## config.mk

```make
export PLATFORM = sky130hd
export DESIGN_NAME = regfile_dump_reader
export DESIGN_NICKNAME = d
export VERILOG_FILES = /design/src/rtl/regfile_dump_reader_pkg.sv /design/src/rtl/regfile_dump_reader.sv
export SDC_FILE = /design/constraint.sdc
export NUM_CORES = 1
export LEC_CHECK = 0
export CAP_MARGIN = 20
export CORE_UTILIZATION = 45
export CTS_BUF_LIST = sky130_fd_sc_hd__clkbuf_4
export DETAILED_ROUTE_END_ITERATION = 12
export GPL_TIMING_DRIVEN = 0
export PLACE_DENSITY = 0.82
export SLEW_MARGIN = 10
export SYNTH_ARGS = -nofsm -noshare
export SYNTH_HDL_FRONTEND = slang
export SYNTH_SLANG_ARGS = --single-unit
```

## constraint.sdc

```tcl
create_clock -name clock -period 2.25 [get_ports clock]
set_input_delay 0.45 -clock clock [delete_from_list [all_inputs] [get_ports clock]]
set_output_delay 0.45 -clock clock [all_outputs]
set_load 0.02 [all_outputs]
```

## src/rtl/regfile_dump_reader_pkg.sv

```systemverilog
// Codebase-wide register file geometry and dump-reader FSM state encoding.
package regfile_dump_reader_pkg;

  localparam int unsigned RF_DATA_WIDTH = 16;
  localparam int unsigned RF_ADDR_WIDTH = 4;
  localparam int unsigned RF_NUM_REGS   = 16;

  typedef enum logic [2:0] {
    StIdle,
    StCapture,
    StSendA,
    StSendB,
    StDone
  } dump_state_e;

endpackage

```

## src/rtl/regfile_dump_reader.sv

```systemverilog
// Walks the register file in even/odd pairs, snapshots each pair and streams
// the values with their register numbers over a valid/ready debug port.
module regfile_dump_reader
  import regfile_dump_reader_pkg::*;
#(
  parameter int unsigned DATA_WIDTH = RF_DATA_WIDTH,
  parameter int unsigned ADDR_WIDTH = RF_ADDR_WIDTH,
  parameter int unsigned NUM_REGS   = RF_NUM_REGS
) (
  input  logic                  clock,
  input  logic                  reset,
  input  logic                  Start,
  input  logic                  Abort,
  output logic [ADDR_WIDTH-1:0] ReadA,
  output logic [ADDR_WIDTH-1:0] ReadB,
  input  logic [DATA_WIDTH-1:0] OutA,
  input  logic [DATA_WIDTH-1:0] OutB,
  output logic [DATA_WIDTH-1:0] DumpData,
  output logic [ADDR_WIDTH-1:0] DumpReg,
  output logic                  DumpValid,
  input  logic                  DumpReady,
  output logic                  Busy,
  output logic                  Done
);

  localparam int unsigned IDX_WIDTH = ADDR_WIDTH - 1;
  localparam logic [IDX_WIDTH-1:0] LAST_IDX = IDX_WIDTH'(NUM_REGS / 2 - 1);

  dump_state_e           state;
  logic [IDX_WIDTH-1:0]  idx;
  logic [DATA_WIDTH-1:0] hold_a;
  logic [DATA_WIDTH-1:0] hold_b;
  logic                  dump_valid;
  logic                  busy;
  logic                  done;

  // Addresses come straight from the pair index, so OutA/OutB settle a full
  // cycle before the CAPTURE edge.
  assign ReadA = {idx, 1'b0};
  assign ReadB = {idx, 1'b1};

  assign DumpData  = (state == StSendB) ? hold_b : hold_a;
  assign DumpReg   = (state == StSendB) ? ReadB : ReadA;
  assign DumpValid = dump_valid;
  assign Busy      = busy;
  assign Done      = done;

  always_ff @(posedge clock) begin
    if (reset) begin
      state      <= StIdle;
      idx        <= '0;
      hold_a     <= '0;
      hold_b     <= '0;
      dump_valid <= 1'b0;
      busy       <= 1'b0;
      done       <= 1'b0;
    end else if (Abort && (state != StIdle)) begin
      state      <= StIdle;
      idx        <= '0;
      dump_valid <= 1'b0;
      busy       <= 1'b0;
      done       <= 1'b0;
    end else begin
      unique case (state)
        StIdle: begin
          if (Start && !Abort) begin
            state <= StCapture;
            idx   <= '0;
            busy  <= 1'b1;
          end
        end
        StCapture: begin
          hold_a     <= OutA;
          hold_b     <= OutB;
          dump_valid <= 1'b1;
          state      <= StSendA;
        end
        StSendA: begin
          if (DumpReady) state <= StSendB;
        end
        StSendB: begin
          if (DumpReady) begin
            dump_valid <= 1'b0;
            if (idx == LAST_IDX) begin
              state <= StDone;
              done  <= 1'b1;
            end else begin
              idx   <= idx + 1'b1;
              state <= StCapture;
            end
          end
        end
        StDone: begin
          done  <= 1'b0;
          busy  <= 1'b0;
          idx   <= '0;
          state <= StIdle;
        end
        default: state <= StIdle;
      endcase
    end
  end

endmodule

```

### After elaboration in Yosys (flattened, before gate mapping)

Index checks and enable logic that the tools add are counted.

| word-level totals | value |
|---|---|
| register bits | 41 |
| input bits | 37 |
| word-level logic and storage cells | 53 |

| operators by class | value |
|---|---|
| add/subtract/negate cells | 1 |
| equality and inequality tests | 10 |
| muxes and demuxes | 18 |
| bitwise operators | 1 |
| reductions and logical operators | 16 |

Operator list:

| operator | count |
|---|---|
| 3-bit 2-to-1 mux | 7 |
| 16-bit 2-to-1 mux | 1 |
| 3-bit case mux with 4 select lines | 1 |
| 3-bit case mux with 3 select lines | 1 |
| 2-bit != test (second input constant) | 4 |
| 3-bit by 2-bit == test with 1-bit output (second input constant) | 2 |
| 3-bit == test (second input constant) | 2 |
| 1-bit case mux with 2 select lines | 3 |
| 2-bit AND reduction | 3 |
| 3-bit AND reduction | 2 |
| 2-bit nonzero test | 3 |
| 3-bit nonzero test | 2 |
| 1-bit 2-to-1 mux | 5 |
| 4-bit AND reduction | 1 |
| 3-bit by 1-bit adder with 3-bit output (second input constant) | 1 |
| 3-bit by 1-bit == test with 1-bit output (second input constant) | 1 |
| 3-bit logical NOT | 1 |
| 1-bit logical AND | 2 |
| 2-bit by 1-bit != test with 1-bit output (second input constant) | 1 |
| 2-bit OR reduction | 1 |
| 1-bit logical NOT | 1 |
| 1-bit NOT | 1 |

### Logic depth before layout (Yosys ltp)

| depth | value |
|---|---|
| depth after elaboration | 4 |
| depth in mapped cells | 6 |
| mapped depth without buffers | 5 |

### Worst setup path after synthesis

Ideal clock, no wire load.

| timing path | value |
|---|---|
| path kind | flip-flop to output port |
| start point | register state[0] |
| end point | output port DumpData[2] |
| arrival time | 1.275 ns |
| required time | 1.800 ns |
| slack | 0.525 ns |
| stages on the path, launching flop included | 5 |
| cells stage by stage | dfxtp_1 nor2b_1 nand2_1 buf_2 mux2_1 |

| on the way | value |
|---|---|
| longest elaborated chain between the ends | 2 |

RTL lines:

| what | RTL line | RTL |
|---|---|---|
| from (decl) | regfile_dump_reader.sv:29 | `dump_state_e state;` |
| from (signal assigned) | regfile_dump_reader.sv:50 | `state <= StIdle;` |
| from (signal assigned) | regfile_dump_reader.sv:58 | `state <= StIdle;` |
| from (signal assigned) | regfile_dump_reader.sv:67 | `state <= StCapture;` |
| 3-bit by 2-bit == test with 1-bit output | regfile_dump_reader.sv:42 | `assign DumpData = (state == StSendB) ? hold_b : hold_a;` |
| 16-bit 2-to-1 mux | regfile_dump_reader.sv:42 |  |
| to (decl) | regfile_dump_reader.sv:18 | `output logic [DATA_WIDTH-1:0] DumpData,` |

No other way between the ends.

### Worst setup path in the final report

| timing path | value |
|---|---|
| start point | register state[0] |
| end point | output port DumpData[12] |

The elaborated chain is that of the path after synthesis.

==> results.cfg <==
[status]
outcome = completed

[timing]
drv_slew = 0
tns_ns = 0
post-route-period-util = 0.953
hold_slack_ns = 0.460
rsz0062_at_grt = no
final_hold_viol_count = 0
min_period_ns = 2.14
finalSetupViolCount = 0
skew_ns = 0.00394
max_freq_mhz = 466

[global_route]
track_usage = 0.209
grt_pass1_wl_mm = 6.71
antenna_found_initial = 0
grt_pass1_vias = 1479
grt_max_degree = 12
gr-total-overflow = 0

[critical_path]
crit-reg2reg-launch = state[0]$_SDFFE_PP0P_
crit_arrival_ns = 1.69
start_kind = flip-flop
crit_required_ns = 1.80
reg2reg_to = state[0]$_SDFFE_PP0P_
r2r_setup_slack_ns = 0.61
cp-end-kind = output pin
r2r_cells = 5
crit_fanout = 6
worstSetupPathType = flip-flop to output pin

[cts]
clock_latency_ns = 0.35
htreeDepth = 2
cts_buffers = 5
clock_path_buffers = 2
cts_tree = done
path_clk_slew_ns = 0.11
clock-sinks = 41
root_buffer = clkbuf_4
hold_buffers = 0

[layout]
register_area_um2 = 826
antenna_cells = 0
multi_input_area_um2 = 857
areaGrowthSynthToFinish_pct = 41.1
drive_gt1_frac = 0.167
fillers = 345
layout_common_cells = nand2_1 (68), clkdlybuf4s50_1 (47), dfxtp_1 (39)
mostFrequentLayoutCell = nand2_1
final_nets = 332

[logic_synthesis]
ys_seq_area_frac = 0.459
synth-compound-area-share = 0.134
syn_avg_cell_area_um2 = 8.16
synth-xor-area-share = 0
yosys_warnings = 0
synth-simple-area-share = 0.218
netlist_area_um2 = 1790
synthMuxAreaShare = 0.101
yosys.area_share.adder = 0.0140
synth_cell_type_count = 27
syn_nets = 258
synth_top_family_by_area = simple AND/OR/NAND/NOR gates
synthCells = 219
ys_seq_elements = 41

[pwr]
comb_power_share = 0.176
power_frac_seq = 0.564
intPower_mw = 1.00
power_leakage_nw = 1.03
power_density_nw_per_um2 = 541
sw_frac_of_total = 0.266
clock_power_share = 0.260
peakVddDrop_v = 0.000395
p_sw_mw = 0.362

[worst_hold_path]
hp-start = hold_a[7]$_SDFFE_PP0P_
min_path_cells = 2
hold_path_end = hold_a[7]$_SDFFE_PP0P_
hold_class = flip-flop to flip-flop

[routing]
ant_nets = 0
finalWirelength_mm = 4.08
dr_total_vias = 1690
drc = 0
wire_per_inst_um = 12.0
drt_iter0_markers = 90
viasPerCell = 4.96
dr.pass1.iters = 6

[floorplan]
core-area_um2 = 3740
num_io_pins = 68
rows = 22
die_height_um = 65.0
die-width_um = 65.0
floorplan.initialDensity = 0.478
die-area_um2 = 4230

[place]
dpl.hpwl_mm = 2.89
port_buffers = 64
gp_congestion = 0.813

[flow_run]
drv_cap = 0
==> critical path, cell delays in order (launching register included) <==
cell     delay (ns)
dfxtp_4        0.37
nor2b_4        0.16
nand2_4        0.09
inv_4          0.10
buf_4          0.12
mux2_2         0.33
buf_2          0.16
==> layer usage <==
metal	vias to the layer above	share of wire	track usage	wire length (µm)
li1	870	-	-	-
met1	763	0.44	0.256	1790
met2	52	0.48	0.342	1970
met3	5	0.066	0.0792	267
met4	0	0.011	0.0571	46
met5	-	0	0	0
==> per-stage QoR <==
step / utilization / area (µm²) / setup WS [ns] / instances / total power [mW]
6_report: 0.674 / 2520 / 0.106 / 341 / 1.36
5_1_grt: 0.674 / 2520 / 0.0111 / 341 / 1.43
4_1_cts: 0.684 / 2560 / 0.00203 / 340 / 1.37
3_5_place_dp: 0.665 / 2490 / -0.0736 / 331 / 1.03
3_3_place_gp: 0.665 / 2490 / -0.0920 / 331 / 1.03
2_1_floorplan: - / 1790 / 0.525 / 219 / 0.908
==> state kept, by name, indices dropped and copies added, names as in the netlist <==
register / flops
state: 3
hold_b: 16
Busy: 1
idx: 3
hold_a: 16
DumpValid: 1
Done: 1
==> power by group through the flow <==
stage	Clock [mW]	Sequential (mW)	Combinational, mW
final	0.354	0.770	0.240
after global routing	0.395	0.774	0.263
after CTS	0.355	0.771	0.240
after detailed placement	0	0.787	0.242
after global placement	0	0.785	0.240
after floorplan	0	0.787	0.121
==> kinds of logic after synthesis <==
logic type,Yosys count
mux,16
fa+ha+maj,2
flops,41
simple gates,91
buf+inv,22
other cells,2
compound gates,45
==> how the worst max path moves through the flow <==
stage	end	startpoint	cells past startpoint	slack, ns
detailed placement	DumpData[8]	state[0]$_SDFFE_PP0P_	5	-0.07
finish	DumpData[12]	state[0]$_SDFFE_PP0P_	6	0.11
global placement	DumpData[5]	state[0]$_SDFFE_PP0P_	5	-0.09
global route	DumpData[12]	state[0]$_SDFFE_PP0P_	6	0.01
CTS	DumpData[3]	state[0]$_SDFFE_PP0P_	5	0.002
floorplan	DumpData[2]	state[0]$_SDFFE_PP0P_	4	0.53
==> layout make-up <==
cell class / instances / area share
timing repair buffer: 67 / 0.237
clock inverter: 1 / 0.00149
multi-input combinational: 156 / 0.340
buffer: 21 / 0.0506
clock buffer: 6 / 0.0179
inverter: 1 / 0.00248
sequential: 41 / 0.327
tap: 48 / 0.0238
==> cells in the mapped netlist <==
cell      number  area [µm²]
o21a_1         1        7.51
a211o_1        1        8.76
nor3_1         3        15.0
nand2b_1       5        31.3
nand2_1       69         259
buf_6          1        11.3
buf_4          8        60.1
nor3_2         1        10.0
dfxtp_1       41         821
buf_2          4        20.0
or3_1          3        18.8
inv_2          1        3.75
mux2_2         8        90.1
conb_1         2        7.51
nand3_1        3        15.0
a21o_1         1        7.51
ha_1           2        25.0
mux2_1         8        90.1
nor2_1         3        11.3
a21oi_1       38         190
or4_1          1        7.51
clkbuf_1       8        30.0
o21ai_0        1        5.00
nor2b_1        2        12.5
o32ai_1        1        8.76
a31oi_1        2        12.5
nor4b_1        1        8.76
==> timing repair <==
action | 4_1_cts | 5_1_grt
gates resized for setup | 37 | 18
pin swaps | 1 | 0
endpoints found under the hold margin | 0 | 0
buffers inserted | 2 | 1
setup endpoints to repair | 17 | 13
(Power assumes the default switching activity.)
